--- config.mk ---
export PLATFORM = sky130hd
export DESIGN_NAME = adc_serial_receiver
export DESIGN_NICKNAME = d
export VERILOG_FILES = /design/src/rtl/adc_serial_pkg.sv /design/src/rtl/adc_serial_receiver_sync_edge_detect.sv /design/src/rtl/adc_serial_receiver.sv
export SDC_FILE = /design/constraint.sdc
export NUM_CORES = 1
export LEC_CHECK = 0
export ABC_AREA = 1
export CELL_PAD_IN_SITES_DETAIL_PLACEMENT = 0
export CELL_PAD_IN_SITES_GLOBAL_PLACEMENT = 1
export CORE_AREA = 3 3 204 206
export CTS_CLUSTER_SIZE = 40
export DETAILED_ROUTE_END_ITERATION = 6
export DIE_AREA = 0 0 207 209
export PLACE_DENSITY_LB_ADDON = 0.1
export REMOVE_ABC_BUFFERS = 1
export SETUP_SLACK_MARGIN = 0.4
export SLEW_MARGIN = 20
export SYNTH_ARGS = -nofsm -noshare
export SYNTH_HDL_FRONTEND = slang
export SYNTH_SLANG_ARGS = --single-unit
--- constraint.sdc ---
create_clock -name clk -period 1.6 [get_ports clk]
set_input_delay 0.32 -clock clk [delete_from_list [all_inputs] [get_ports clk]]
set_output_delay 0.32 -clock clk [all_outputs]
set_load 0.02 [all_outputs]
--- src/rtl/adc_serial_pkg.sv ---
// Shared definitions for the ADC configuration-link receiver:
// FSM state encoding, word field positions and a saturating counter helper.
package adc_serial_pkg;

    typedef enum logic [1:0] {
        WAIT_IDLE = 2'd0,
        IDLE      = 2'd1,
        SHIFT     = 2'd2,
        COMMIT    = 2'd3
    } rx_state_t;

    localparam int WORD_BITS = 32;
    localparam int HDR_LSB   = 20;
    localparam int ADDR_MSB  = 19;
    localparam int ADDR_LSB  = 16;
    localparam int DATA_MSB  = 15;
    localparam int CNT_BITS  = 5;

    // Increment an 8-bit count, holding at 255 instead of wrapping.
    function automatic logic [7:0] sat_inc8(input logic [7:0] value);
        logic [7:0] result;
        if (value == 8'hFF) begin
            result = value;
        end else begin
            result = value + 8'd1;
        end
        return result;
    endfunction

endpackage

--- src/rtl/adc_serial_receiver_sync_edge_detect.sv ---
// sync_edge_detect: N-flop synchroniser for an asynchronous input followed by
// one history flop, giving a synchronised level and a one-cycle rising-edge flag.
module sync_edge_detect #(
    parameter int STAGES = 2
) (
    input  logic clk,
    input  logic rst_n,
    input  logic din,
    output logic sync,
    output logic rise
);

    logic [STAGES-1:0] chain_r;
    logic              hist_r;

    // Synchroniser chain plus history flop for edge detection.
    always_ff @(posedge clk or negedge rst_n) begin
        if (!rst_n) begin
            chain_r <= '0;
            hist_r  <= 1'b0;
        end else begin
            chain_r <= {chain_r[STAGES-2:0], din};
            hist_r  <= chain_r[STAGES-1];
        end
    end

    assign sync = chain_r[STAGES-1];
    assign rise = chain_r[STAGES-1] & ~hist_r;

endmodule

--- src/rtl/adc_serial_receiver.sv ---
// adc_serial_receiver: oversampling receiver for the 3-wire ADC configuration
// link. Deserialises 32-bit LSB-first words and mirrors them into a 16x16
// shadow register file that firmware can read back.
// Optional build macro: ADC_RX_HEADER_CHECK_EN -- when defined, words whose
// header field differs from HEADER raise hdr_err and are not written.
module adc_serial_receiver
    import adc_serial_pkg::*;
#(
    parameter logic [11:0] HEADER      = 12'h001,
    parameter int          NUM_REGS    = 16,
    parameter int          SYNC_STAGES = 2
) (
    input  logic        clk,
    input  logic        rst_n,
    input  logic        sclk,
    input  logic        sdata,
    input  logic        select,
    input  logic [3:0]  rd_addr,
    output logic [15:0] rd_data,
    output logic        word_valid,
    output logic [31:0] word_data,
    output logic        frame_err,
    output logic        hdr_err,
    output logic [7:0]  word_count
);

    rx_state_t             state_r;
    logic [CNT_BITS-1:0]   bit_cnt_r;
    logic [WORD_BITS-1:0]  shreg_r;
    logic [WORD_BITS-1:0]  word_data_r;
    logic                  word_valid_r;
    logic                  frame_err_r;
    logic                  hdr_err_r;
    logic [7:0]            word_count_r;
    logic [15:0]           rd_data_r;
    logic [15:0]           regs_r [NUM_REGS];

    logic                  sclk_sync_s;
    logic                  sclk_rise_s;
    logic                  sdata_sync_s;
    logic                  sdata_rise_unused_s;
    logic                  sel_sync_s;
    logic                  sel_rise_unused_s;
    logic                  hdr_bad_s;
    logic                  reg_we_s;
    logic [3:0]            wr_addr_s;
    logic [15:0]           wr_data_s;
    logic                  unused_s;

    sync_edge_detect #(.STAGES(SYNC_STAGES)) u_sync_sclk (
        .clk   (clk),
        .rst_n (rst_n),
        .din   (sclk),
        .sync  (sclk_sync_s),
        .rise  (sclk_rise_s)
    );

    sync_edge_detect #(.STAGES(SYNC_STAGES)) u_sync_sdata (
        .clk   (clk),
        .rst_n (rst_n),
        .din   (sdata),
        .sync  (sdata_sync_s),
        .rise  (sdata_rise_unused_s)
    );

    sync_edge_detect #(.STAGES(SYNC_STAGES)) u_sync_select (
        .clk   (clk),
        .rst_n (rst_n),
        .din   (select),
        .sync  (sel_sync_s),
        .rise  (sel_rise_unused_s)
    );

`ifdef ADC_RX_HEADER_CHECK_EN
    assign hdr_bad_s = (shreg_r[WORD_BITS-1:HDR_LSB] != HEADER);
    assign hdr_err   = hdr_err_r;
    assign unused_s  = &{1'b0, sdata_rise_unused_s, sel_rise_unused_s, sclk_sync_s};
`else
    assign hdr_bad_s = 1'b0;
    assign hdr_err   = 1'b0;
    assign unused_s  = &{1'b0, sdata_rise_unused_s, sel_rise_unused_s, sclk_sync_s,
                         hdr_err_r, ^HEADER};
`endif

    assign wr_addr_s = shreg_r[ADDR_MSB:ADDR_LSB];
    assign wr_data_s = shreg_r[DATA_MSB:0];
    assign reg_we_s  = (state_r == COMMIT) && !hdr_bad_s;

    // Frame FSM: tracks select, shifts bits on sclk rises and commits whole words.
    always_ff @(posedge clk or negedge rst_n) begin
        if (!rst_n) begin
            state_r      <= WAIT_IDLE;
            bit_cnt_r    <= 5'd0;
            shreg_r      <= 32'h0000_0000;
            word_data_r  <= 32'h0000_0000;
            word_valid_r <= 1'b0;
            frame_err_r  <= 1'b0;
            hdr_err_r    <= 1'b0;
            word_count_r <= 8'd0;
        end else begin
            word_valid_r <= 1'b0;
            frame_err_r  <= 1'b0;
            hdr_err_r    <= 1'b0;
            case (state_r)
                // A frame cut by reset is discarded: wait for select to go idle first.
                WAIT_IDLE: begin
                    if (sel_sync_s) begin
                        state_r <= IDLE;
                    end else begin
                        state_r <= WAIT_IDLE;
                    end
                end
                IDLE: begin
                    if (!sel_sync_s) begin
                        state_r   <= SHIFT;
                        bit_cnt_r <= 5'd0;
                    end else begin
                        state_r   <= IDLE;
                    end
                end
                // The 32nd rise wins over a simultaneous select release.
                SHIFT: begin
                    if (sclk_rise_s && (bit_cnt_r == 5'd31)) begin
                        shreg_r[bit_cnt_r] <= sdata_sync_s;
                        bit_cnt_r          <= 5'd0;
                        state_r            <= COMMIT;
                    end else if (sel_sync_s) begin
                        frame_err_r <= (bit_cnt_r != 5'd0) || sclk_rise_s;
                        bit_cnt_r   <= 5'd0;
                        state_r     <= IDLE;
                    end else if (sclk_rise_s) begin
                        shreg_r[bit_cnt_r] <= sdata_sync_s;
                        bit_cnt_r          <= bit_cnt_r + 5'd1;
                    end else begin
                        state_r <= SHIFT;
                    end
                end
                COMMIT: begin
                    word_data_r  <= shreg_r;
                    word_valid_r <= 1'b1;
                    word_count_r <= sat_inc8(word_count_r);
                    hdr_err_r    <= hdr_bad_s;
                    if (sel_sync_s) begin
                        state_r <= IDLE;
                    end else begin
                        state_r <= SHIFT;
                    end
                end
                default: begin
                    state_r <= WAIT_IDLE;
                end
            endcase
        end
    end

    // Shadow register file, written once per committed word.
    always_ff @(posedge clk or negedge rst_n) begin
        if (!rst_n) begin
            for (int i = 0; i < NUM_REGS; i++) begin
                regs_r[i] <= 16'h0000;
            end
        end else if (reg_we_s) begin
            regs_r[wr_addr_s] <= wr_data_s;
        end
    end

    // Registered read port; a same-cycle write is seen on the following read.
    always_ff @(posedge clk or negedge rst_n) begin
        if (!rst_n) begin
            rd_data_r <= 16'h0000;
        end else begin
            rd_data_r <= regs_r[rd_addr];
        end
    end

    assign rd_data    = rd_data_r;
    assign word_valid = word_valid_r;
    assign word_data  = word_data_r;
    assign frame_err  = frame_err_r;
    assign word_count = word_count_r;

endmodule
==> impl_metrics.yaml <==
routing:
  drt-total-wl_mm: 61.0
  firstDrtPassIters: 6
  wl_met2_mm: 28.7
  drtAntennaViolNets: 0
  top_layer_used: "met4"
  wl_met1_mm: 26.0
  wl_per_cell_um: 21.4
  route.detailed.vias_per_inst: 5.30
  wl_met3_mm: 3.63
  num_vias: 15126
  drc_errors: 0
  dr.first_iter.drc_count: 1147
global_route:
  grt_pass1_vias: 13968
  grt_overflow_total: 0
  grt_max_degree: 56
  track_usage_pct: 24.3
  antenna_found_initial: 0
  grt_first_pass_wirelength_mm: 82.9
clocking:
  insertion_delay_ps: 560
  htreeDepth: 2
  numCtsBuffers: 42
  clockBufferDepth: 3
  cts.sinks: 360
  clk_pin_slew_worst_paths_ps: 60
  cts-root-buf: "clkbuf_16"
  tritoncts: "done"
status:
  status: "finished, violations left"
  violations: "setup timing"
place:
  gp_congestion: 0.795
  hpwlAfterDp_mm: 29.5
  portBuffers: 66
power:
  switchingPower_w: 0.00527
  ir_drop_mv: 1.12
  intPower_w: 0.0160
  comb_power_share_pct: 9.2
  p_clk_share_pct: 47.0
  leakage_nw: 10.9
  power.density_nw_per_um2: 890
  pwr-share-seq_pct: 43.9
  switching_share_pct: 24.7
critical_path:
  worst-path-buf-inv: 1
  path_cells: "ha_2 > nand2_2 > nor2_2 > ha_2 > nand2_4 > nand2_8 > clkbuf_16 > nand3_4 > nand2_2 > o21ai_1"
  cp-start-kind: "flop"
  cp_slowest_cell: "dfrtp_1"
  r2r_slack_ps: -50
  endpoint_kind: "flop"
  crit_fanout: 6
  required_ps: 2030
  crit_type: "flop to flop"
  path_delay_family: "simple AND/OR/NAND/NOR gates"
  crit_arrival_ps: 2080
  crit_cells: 10
  worst_r2r_path_depth: 10
  max_stage_delay_ps: 350
timing:
  maxSlewViolCount: 0
  worstMarginPinSlew_ps: 846
  setup_ws_ps: -52.3
  fmax_mhz: 605
  finalHoldViolCount: 0
  fin_crit_ps: 1650
  slew_headroom_pct: 43.5
  setup_viol: 58
  fin_crit_sh_pct: 103
  rsz0062_at_grt: "true"
  clock_skew_ps: 17.2
  fin_hold_ws_ps: 196
synthesis:
  syn_inst: 2090
  syn_area_um2: 16400
  synth_cell_type_count: 24
  seq_area_frac_synth_pct: 55.1
  post_synth.cell_area_avg_um2: 7.82
  ys.warnings.count: 0
  ys_ff_latch: 360
cells_and_area:
  fill_cells: 3519
  register_area_um2: 9010
  multi_input_area_um2: 7880
  synthToLayoutAreaGrowth_pct: 46.4
  finalCoreUtilization_pct: 60.1
  drive_gt1_share_pct: 33.5
  nNetsFinal: 2309
job:
  drv_cap: 0
floorplan:
  core_um2: 39800
  initial_utilization_pct: 41.1
  dieWidth_um: 207
  fp.dieH_um: 209
  io-pin-count: 68
  rows: 73
  dieArea_um2: 43300
worst_hold_path:
  hold_class: "input port to async pin"
[routing by layer]
metal | vias to the layer above | GRT usage, %
li1 | 7055 | -
met3 | 135 | 3.38
met4 | 0 | 8.08
met2 | 503 | 39.9
met5 | - | 0
met1 | 7433 | 33.6
[final timing paths]
check                                    startpoint                       end
max                                    bit_cnt_r[1]               shreg_r[22]
min                                           rst_n               regs_r[140]
max reg2reg                            bit_cnt_r[1]               shreg_r[22]
min reg2reg                u_sync_select.chain_r[0]  u_sync_select.chain_r[1]
max in group asynchronous                     rst_n               shreg_r[19]
min in group clk                              sdata   u_sync_sdata.chain_r[0]
[final cells by class]
| class | count | share of cell area [%] |
|---|---|---|
| diodes | 1 | 0.0105 |
| clock buffers | 67 | 5.59 |
| multi-input cells | 1356 | 32.9 |
| flip-flops and latches | 360 | 37.7 |
| inverters | 241 | 3.91 |
| repair buffers | 292 | 16.7 |
| repair inverters | 1 | 0.0314 |
| well taps | 525 | 2.74 |
| clock inverters | 11 | 0.455 |
[sequential cells by signal, summed over array words and instances, names as in the netlist]
signal,count
u_sync_sclk.chain_r,2
word_valid,1
regs_r,256
frame_err,1
state_r,2
word_data,32
bit_cnt_r,5
shreg_r,32
u_sync_select.chain_r,2
word_count,8
rd_data,16
u_sync_sclk.hist_r,1
u_sync_sdata.chain_r,2
[repair_timing]
action	4_1_cts	5_1_grt
endpoints found under the hold margin	214	0
hold buffers	1	0
endpoints found under the setup margin	394	395
pin swaps	33	70
setup buffers	39	32
resized for setup	543	647
gates cloned	15	37
[Yosys cell counts]
library cell / count / share of area [%]
a211oi_1: 1 / 0.046
buf_1: 12 / 0.28
buf_2: 4 / 0.12
buf_4: 2 / 0.092
clkbuf_1: 115 / 2.6
clkinv_1: 1 / 0.023
conb_1: 1 / 0.023
dfrtp_1: 360 / 55
ha_1: 6 / 0.46
inv_1: 236 / 5.4
inv_2: 4 / 0.092
nand2_1: 722 / 17
nand2_2: 1 / 0.038
nand3_1: 245 / 7.5
nand3_2: 1 / 0.061
nand3b_1: 2 / 0.092
nand4_1: 9 / 0.34
nor2_1: 43 / 0.99
nor3_2: 1 / 0.061
o21ai_0: 246 / 7.5
o21ai_1: 71 / 2.2
o22ai_1: 1 / 0.038
xnor2_1: 2 / 0.11
xor2_1: 4 / 0.21
[power groups by stage]
stage	clock network [W]	logic [W]	registers (W)
3_3_place_gp	0	0.00162	0.00949
5_1_grt	0.0106	0.00212	0.00935
3_5_place_dp	0	0.00162	0.00949
6_report	0.0100	0.00196	0.00934
2_1_floorplan	0	0.000544	0.00960
4_1_cts	0.0102	0.00176	0.00933
[cells in the final DEF (no fill, tap or decap), types with 71 or more instances in the layout]
cell type	count
buf_4	86
buf_6	97
clkbuf_16	71
dfrtp_1	355
inv_1	228
nand2_1	491
nand2_2	124
nand2_4	102
nand3_1	217
o21ai_0	71
o21ai_1	118
o21ai_2	127
[metrics by stage]
step                      setup WS [ps]  total power, W  TNS (ps)  instance area [µm²]  std cells
final                             -52.3          0.0213     -1070                23900       2854
after global routing               -166          0.0220     -4770                23900       2853
after CTS                         -5.53          0.0213     -9.82                20900       2784
after detailed placement          -36.8          0.0111      -375                18400       2651
after global placement            -22.9          0.0111     -63.6                18400       2651
after floorplan                   -1020          0.0101   -154920                15800       1957
[logic make-up (layout without fill, tap and decap cells)]
| kind of cell | Yosys count | count (layout) | share of synthesized area (%) |
|---|---|---|---|
| AOI/OAI and AO/OA | 319 | 319 | 9.79 |
| xor gates and xnor gates | 6 | 6 | 0.321 |
| adders and majority gates | 6 | 6 | 0.459 |
| buffers and inverters | 374 | 612 | 8.66 |
| DFF | 360 | 360 | 55.1 |
| other | 1 | 2 | 0.0229 |
| and+or+nand+nor | 1024 | 1024 | 25.7 |
(Power assumes the default switching activity.)
